## config.mk

```make
export PLATFORM = sky130hd
export DESIGN_NAME = fast_square_sweep_ctrl
export DESIGN_NICKNAME = d
export VERILOG_FILES = /design/src/rtl/fast_square_sweep_ctrl.sv
export SDC_FILE = /design/constraint.sdc
export NUM_CORES = 1
export LEC_CHECK = 0
export ABC_AREA = 1
export BUFFER_PORTS_ARGS = -buffer_cell sky130_fd_sc_hd__buf_2
export CORE_ASPECT_RATIO = 0.75
export CORE_UTILIZATION = 45
export DETAILED_ROUTE_END_ITERATION = 16
export PLACE_DENSITY_LB_ADDON = 0.25
export SETUP_SLACK_MARGIN = 0.02
export SLEW_MARGIN = 20
export SYNTH_ARGS = -nofsm -noshare
export SYNTH_HDL_FRONTEND = slang
export SYNTH_SLANG_ARGS = --single-unit
```

## constraint.sdc

```tcl
create_clock -name clock -period 3.65 [get_ports clock]
set_input_delay 0.365 -clock clock [delete_from_list [all_inputs] [get_ports clock]]
set_output_delay 0.365 -clock clock [all_outputs]
set_load 0.02 [all_outputs]
```

## src/rtl/fast_square_sweep_ctrl.sv

```systemverilog
// Frequency-sweep sequencer for the baseband comb/decimate chain: retune, flush, settle, record, advance.
// Optional build macro FAST_SQUARE_SWEEP_LOOP_EN repeats the sweep forever and adds a sweep_count output.
module fast_square_sweep_ctrl #(
  parameter int NUM_STEPS      = 32,
  parameter int FLUSH_CYCLES   = 4,
  parameter int SETTLE_STROBES = 202,
  parameter int RECORD_STROBES = 256,
  parameter int ACK_TIMEOUT    = 1024
) (
  input  logic        clock,
  input  logic        reset,
  input  logic        start,
  input  logic        abort,
  input  logic        retune_ack,
  input  logic        dp_strobe,
  output logic        dp_reset,
  output logic        freq_step,
  output logic        record,
  output logic [15:0] step_index,
  output logic        busy,
  output logic        done,
  output logic        error,
`ifdef FAST_SQUARE_SWEEP_LOOP_EN
  output logic [15:0] sweep_count,
`endif
  output logic [2:0]  state_dbg
);

  localparam int SMAX = (SETTLE_STROBES > RECORD_STROBES) ? SETTLE_STROBES : RECORD_STROBES;
  localparam int SW   = $clog2(SMAX + 1);
  localparam int CMAX = (ACK_TIMEOUT > FLUSH_CYCLES) ? ACK_TIMEOUT : FLUSH_CYCLES;
  localparam int CW   = $clog2(CMAX + 1);

  typedef enum logic [2:0] {
    S_IDLE   = 3'd0,
    S_RETUNE = 3'd1,
    S_FLUSH  = 3'd2,
    S_SETTLE = 3'd3,
    S_RECORD = 3'd4,
    S_NEXT   = 3'd5,
    S_DONE   = 3'd6
  } state_t;

  state_t        r_state;
  logic [CW-1:0] r_ccnt;
  logic [SW-1:0] r_scnt;
  logic [15:0]   r_step;
  logic          r_dp_reset;
  logic          r_freq_step;
  logic          r_record;
  logic          r_busy;
  logic          r_done;
  logic          r_error;
`ifdef FAST_SQUARE_SWEEP_LOOP_EN
  logic [15:0]   r_sweep_count;
`endif

  always_ff @(posedge clock) begin
    if (reset) begin
      r_state     <= S_IDLE;
      r_ccnt      <= '0;
      r_scnt      <= '0;
      r_step      <= '0;
      r_dp_reset  <= 1'b0;
      r_freq_step <= 1'b0;
      r_record    <= 1'b0;
      r_busy      <= 1'b0;
      r_done      <= 1'b0;
      r_error     <= 1'b0;
`ifdef FAST_SQUARE_SWEEP_LOOP_EN
      r_sweep_count <= '0;
`endif
    end else if (abort && (r_state != S_IDLE)) begin
      // Abort outranks every terminal event; one flush pulse leaves the chain clean.
      r_state     <= S_IDLE;
      r_ccnt      <= '0;
      r_scnt      <= '0;
      r_dp_reset  <= 1'b1;
      r_freq_step <= 1'b0;
      r_record    <= 1'b0;
      r_busy      <= 1'b0;
      r_done      <= 1'b0;
    end else begin
      r_freq_step <= 1'b0;
      r_done      <= 1'b0;
      case (r_state)
        S_IDLE: begin
          r_dp_reset <= 1'b0;
          if (start && !abort) begin
            r_step      <= '0;
            r_error     <= 1'b0;
            r_busy      <= 1'b1;
            r_freq_step <= 1'b1;
            r_ccnt      <= '0;
            r_state     <= S_RETUNE;
`ifdef FAST_SQUARE_SWEEP_LOOP_EN
            r_sweep_count <= '0;
`endif
          end
        end
        S_RETUNE: begin
          // r_freq_step marks the first cycle, where a stale ack must not count.
          if (!r_freq_step && retune_ack) begin
            r_dp_reset <= 1'b1;
            r_ccnt     <= '0;
            r_state    <= S_FLUSH;
          end else if (r_ccnt == CW'(ACK_TIMEOUT - 1)) begin
            r_error <= 1'b1;
            r_busy  <= 1'b0;
            r_ccnt  <= '0;
            r_state <= S_IDLE;
          end else begin
            r_ccnt <= r_ccnt + 1'b1;
          end
        end
        S_FLUSH: begin
          if (r_ccnt == CW'(FLUSH_CYCLES - 1)) begin
            r_dp_reset <= 1'b0;
            r_ccnt     <= '0;
            r_scnt     <= '0;
            r_state    <= S_SETTLE;
          end else begin
            r_ccnt <= r_ccnt + 1'b1;
          end
        end
        S_SETTLE: begin
          if (dp_strobe) begin
            if (r_scnt == SW'(SETTLE_STROBES - 1)) begin
              r_record <= 1'b1;
              r_scnt   <= '0;
              r_state  <= S_RECORD;
            end else begin
              r_scnt <= r_scnt + 1'b1;
            end
          end
        end
        S_RECORD: begin
          if (dp_strobe) begin
            if (r_scnt == SW'(RECORD_STROBES - 1)) begin
              r_record <= 1'b0;
              r_scnt   <= '0;
              r_state  <= S_NEXT;
            end else begin
              r_scnt <= r_scnt + 1'b1;
            end
          end
        end
        S_NEXT: begin
          if (r_step == 16'(NUM_STEPS - 1)) begin
            r_done  <= 1'b1;
            r_state <= S_DONE;
`ifdef FAST_SQUARE_SWEEP_LOOP_EN
            r_sweep_count <= r_sweep_count + 16'd1;
`endif
          end else begin
            r_step      <= r_step + 16'd1;
            r_freq_step <= 1'b1;
            r_ccnt      <= '0;
            r_state     <= S_RETUNE;
          end
        end
        S_DONE: begin
`ifdef FAST_SQUARE_SWEEP_LOOP_EN
          r_step      <= '0;
          r_freq_step <= 1'b1;
          r_ccnt      <= '0;
          r_state     <= S_RETUNE;
`else
          r_busy  <= 1'b0;
          r_state <= S_IDLE;
`endif
        end
        default: begin
          r_busy  <= 1'b0;
          r_state <= S_IDLE;
        end
      endcase
    end
  end

  assign dp_reset   = r_dp_reset;
  assign freq_step  = r_freq_step;
  assign record     = r_record;
  assign step_index = r_step;
  assign busy       = r_busy;
  assign done       = r_done;
  assign error      = r_error;
  assign state_dbg  = r_state;
`ifdef FAST_SQUARE_SWEEP_LOOP_EN
  assign sweep_count = r_sweep_count;
`endif

endmodule

```

## Word-level counts from Yosys, hierarchy flattened

Cells that the tools add are included.
W data, S select, Z words.

| storage, ports and cells | value |
|---|---|
| register bits after elaboration | 45 |
| input bits | 6 |
| output and inout bits | 25 |
| logic and storage cells | 108 |

| operators by class | value |
|---|---|
| $add $sub $neg | 3 |
| equality and inequality tests | 22 |
| multiplexer cells | 46 |
| bitwise operators | 3 |
| reduce and logical (&&, ||, !) cells | 24 |

Operators with widths:

| kind | number |
|---|---|
| $mux W11 | 5 |
| $mux W9 | 5 |
| $pmux W11 S4 | 1 |
| $mux W16 | 2 |
| $pmux W16 S2 | 1 |
| $mux W3 | 9 |
| $pmux W9 S3 | 1 |
| $eq A9 B8 Y1 const B | 2 |
| $ne A2 B2 Y1 const B | 9 |
| $pmux W3 S6 | 1 |
| $add A16 B1 Y16 const B | 1 |
| $eq A16 B5 Y1 const B | 1 |
| $mux W1 | 16 |
| $reduce_and A4 Y1 | 3 |
| $add A11 B1 Y11 const B | 1 |
| $eq A11 B10 Y1 const B | 1 |
| $eq A11 B2 Y1 const B | 1 |
| $reduce_and A5 Y1 | 2 |
| $add A9 B1 Y9 const B | 1 |
| $ne A3 B3 Y1 const B | 3 |
| $reduce_bool A4 Y1 | 2 |
| $reduce_and A7 Y1 | 1 |
| $eq A3 B2 Y1 const B | 2 |
| $eq A3 B3 Y1 const B | 2 |
| 13 further kinds | 25 |

## Logic depth before layout (Yosys ltp)

| depth | value |
|---|---|
| word-level depth | 5 |
| depth in mapped cells | 16 |
| gate-level depth less buffers | 16 |

## Worst setup path before layout

Ideal clock, no wire load.

| timing | value |
|---|---|
| path kind | reg2reg |
| start point | register r_scnt[0] |
| end point | register r_state[0], in the netlist state_dbg[0] |
| setup time | 0.113 ns |
| arrival | 1.736 ns |
| data required time | 3.537 ns |
| path slack | 1.801 ns |
| cell stages (with the launch flop) | 16 |
| path buffers | 0 |
| period minus slack after synthesis | 1.849 ns |
| cell sequence | dfxtp_1 -> ha_1 -> nand2_1 -> inv_1 -> nand3_1 -> nor2_1 -> nand2_1 -> nor2_1 -> ha_1 -> inv_1 -> nand2_1 -> nand2_2 -> nor2_2 -> nand2_1 -> nor2_1 -> nor2_1 |

| between the ends | value |
|---|---|
| word-level cells in the longest chain between the ends | 3 |
| elaborated cells on any way between the ends | 5 |
| those cells by class | eq/ne: 4; reduce/logical: 1 |

RTL lines:

| element | line | RTL |
|---|---|---|
| start, declared | 46 | `logic [SW-1:0] r_scnt;` |
| start signal, assigned | 133 | `r_scnt <= r_scnt + 1'b1;` |
| start signal, assigned | 144 | `r_scnt <= r_scnt + 1'b1;` |
| $eq A9 B8 Y1 (on tied branches) | 139, 128 |  |
| $ne A2 B2 Y1 (no line) | n/a |  |
| $reduce_and A7 Y1 (no line) * | n/a |  |
| end signal, assigned | 142 | `r_state <= S_NEXT;` |
| end signal, assigned | 151 | `r_state <= S_DONE;` |
| end signal, assigned | 159 | `r_state <= S_RETUNE;` |
| end, declared | 44 | `state_t r_state;` |

Mark *: on every way between the ends. The rest lies on a longest branch, timed or not.
A chain may end at the register's enable or synchronous reset.

## Final worst setup path

| timing | value |
|---|---|
| start point | register r_step[0], in the netlist step_index[0] |
| end point | register r_step[10], in the netlist step_index[10] |

| between the ends | value |
|---|---|
| word-level cells in the longest chain between the ends | 3 |
| elaborated cells on any way between the ends | 6 |
| those cells by class | add/sub: 1; eq/ne: 2; mux: 2; reduce/logical: 1 |

RTL lines:

| element | line | RTL |
|---|---|---|
| start, declared | 47 | `logic [15:0] r_step;` |
| start signal, assigned | 156 | `r_step <= r_step + 16'd1;` |
| $add A16 B1 Y16 / $eq A16 B5 Y1 (equally long branches) | 156, 149 |  |
| $mux W16 / $ne A2 B2 Y1 (equally long branches) | n/a |  |
| $pmux W16 S2 / $reduce_and A4 Y1 (equally long branches) | n/a |  |

Several ways; a longest one is shown, not always the timed one. The select of a mux whose other input is x is not followed.

==> qor.yml <==
cts_resized: 0
fmax_mhz: 437
met1_length_mm: 3.93
hold_path_class: "primary input to flip-flop"
core_area_um2: 6320
postSynthAreaPerCell_um2: 6.12
drt_drc_violations_left: 0
relSlewSlack_pct: 66.5
synthFlopType: "dfxtp_1"
synthesis.nets: 495
status: "completed"
clk_latency_ns: 0.30
peakVddDrop_mv: 0.545
yosys_warnings: 0
tightest_slew_ns: 0.502
ff2ff_setup_slack_ns: 1.36
grt_pass1_wl_mm: 12.6
p_leak_nw: 1.38
timing.setup.tns_ns: 0
crit_required_ns: 3.84
final-instance-count-excl-fill: 593
io_buffers: 30
seq_area_frac_synth_pct: 30.5
area_growth_pct: 8.98
drt-initial-drc-count: 264
viasPerCell: 5.11
vias: 3033
yosys.area.top_type: "dfxtp_1"
cts.clk_slew.worst_paths_ns: 0.09
antenna_found_initial: 0
fin_skew_ns: 0.00621
crit_path_end_kind: "flip-flop"
grt_max_degree: 23
start_kind: "flip-flop"
post_cts_buffers: 0
dp_cells: 585
wl_mm: 7.33
synth_cells: 483
ctsHoldBuffers: 0
synth.most_common_cell: "nand2_1"
drive_above_1_share_pct: 12.7
ant_nets: 0
final_net_count: 523
die_w_um: 95.6
setup_viol: 0
clockBufferDepth: 2
hold_viol: 0
async_flop_share_pct: 0
drt_first_pass_iters: 5
met3_length_um: 485
grt.total_usage_pct: 23.2
start_util_pct: 46.8
num_antenna_cells: 0
gp_congestion: 0.883
ios: 31
critical_path_arrival_ns: 2.48
post_drt_wl_per_cell_um: 12.4
yosys-top-cells-count: "nand2_1, nor2_1, inv_1"
post-dp-hpwl_mm: 5.56
syn_area_um2: 2950
top_layer: "met4"
maxCapViolCount: 0
htreeDepth: 2
power_mw: 1.81
path_max_fanout: 22
synth_area_leaders: "dfxtp_1, nand2_1, nor2_1"
cts_root_buffer: "clkbuf_8"
power_density_nw_per_um2: 563
fp-row-count: 25
met2RoutedLength_mm: 2.86
crit_type: "flip-flop to flip-flop"
cts_made_buffers: 5
synth.distinct_cells: 30
slew_violations: 0
post-route-period-util_pct: 62.6
die_h_um: 72.2
overflow: 0
fin_crit_ns: 2.29
synth-edff-count: 0
die_area_um2: 6900
grt_pass1_vias: 2678
synth_top_area_share_pct: 30.5
grt_setup_unrepaired: "false"
cts_tree: "done"
ys_seq_elements: 45
cts.sinks: 45
[flip-flops by register name (all words and copies together), names as in the netlist]
signal	count
done	1
step_index	16
record	1
freq_step	1
busy	1
r_ccnt	11
error	1
r_scnt	9
dp_reset	1
state_dbg	3
[per-stage QoR]
step                      setup slack [ns]  area [um2]  hold WS [ns]  utilization [%]
after floorplan                       1.80        2950         0.434                -
after global placement                1.43        3140         0.433             49.6
after detailed placement              1.43        3140         0.434             49.6
after CTS                             1.41        3220         0.391             51.0
after global routing                  1.13        3220         0.418             51.0
final                                 1.36        3220         0.406             51.0
[report_power, final]
group | leakage, nW | internal (mW) | switching [mW]
Combinational | 0.977 | 0.239 | 0.660
Clock | 0.0385 | 0.136 | 0.176
Sequential | 0.364 | 0.537 | 0.0664
[area by class of cell]
type,instances,area (um2)
repair buffers,30,150
multi-input cells,363,1730
inverters,66,253
clock inverters,1,7.51
clock buffers,7,76.3
fillers,654,3100
flip-flops and latches,45,901
well taps,81,101
[final timing paths]
| check | to | cells after the start | start |
|---|---|---|---|
| max | step_index[10] | 10 | step_index[0] |
| min | step_index[6] | 2 | reset |
| max reg2reg | step_index[10] | 10 | step_index[0] |
| min reg2reg | record | 2 | record |
[routing by layer]
metal	track usage, %	vias up
li1	-	1588
met1	35.4	1354
met2	31.7	85
met3	5.56	6
met4	6.80	0
met5	0	-
[critical path, stage by stage, from the launching register on]
cell and delay [ns]:
dfxtp_1 0.45, ha_1 0.27, nand2_1 0.12, inv_1 0.12, nand2_1 0.06, nor2_1 0.21
nand3_4 0.16, nand3_2 0.39, inv_2 0.21, nand2_1 0.12, a21oi_1 0.07
[cells in the final DEF (no fill, tap or decap), drive strengths merged]
cell type,netlist,routed
nand2,154,154
nor2,78,78
inv,65,65
dfxtp,45,45
nand3,40,40
buf,7,30
a21oi,29,29
o21ai,18,18
nand4,12,12
nor3,8,8
clkbuf,2,7
xor2,6,6
ha,6,6
o21bai,4,4
a31oi,3,3
nand3b,2,2
clkinv,1,1
and2,1,1
o21a,1,1
or2,1,1
clkinvlp,0,1
[cell families (layout without fill, tap and decap cells)]
logic type	Yosys count	after routing	synth area share (%)
adder cells (fa/ha/maj)	6	6	2.54
flip-flops	45	45	30.5
XOR/XNOR	6	6	1.78
buffers and inverters	75	104	10.9
AO/OA/AOI/OAI	55	55	10.3
AND/OR/NAND/NOR	296	296	44.0
Power figures use the tool's default switching activity.
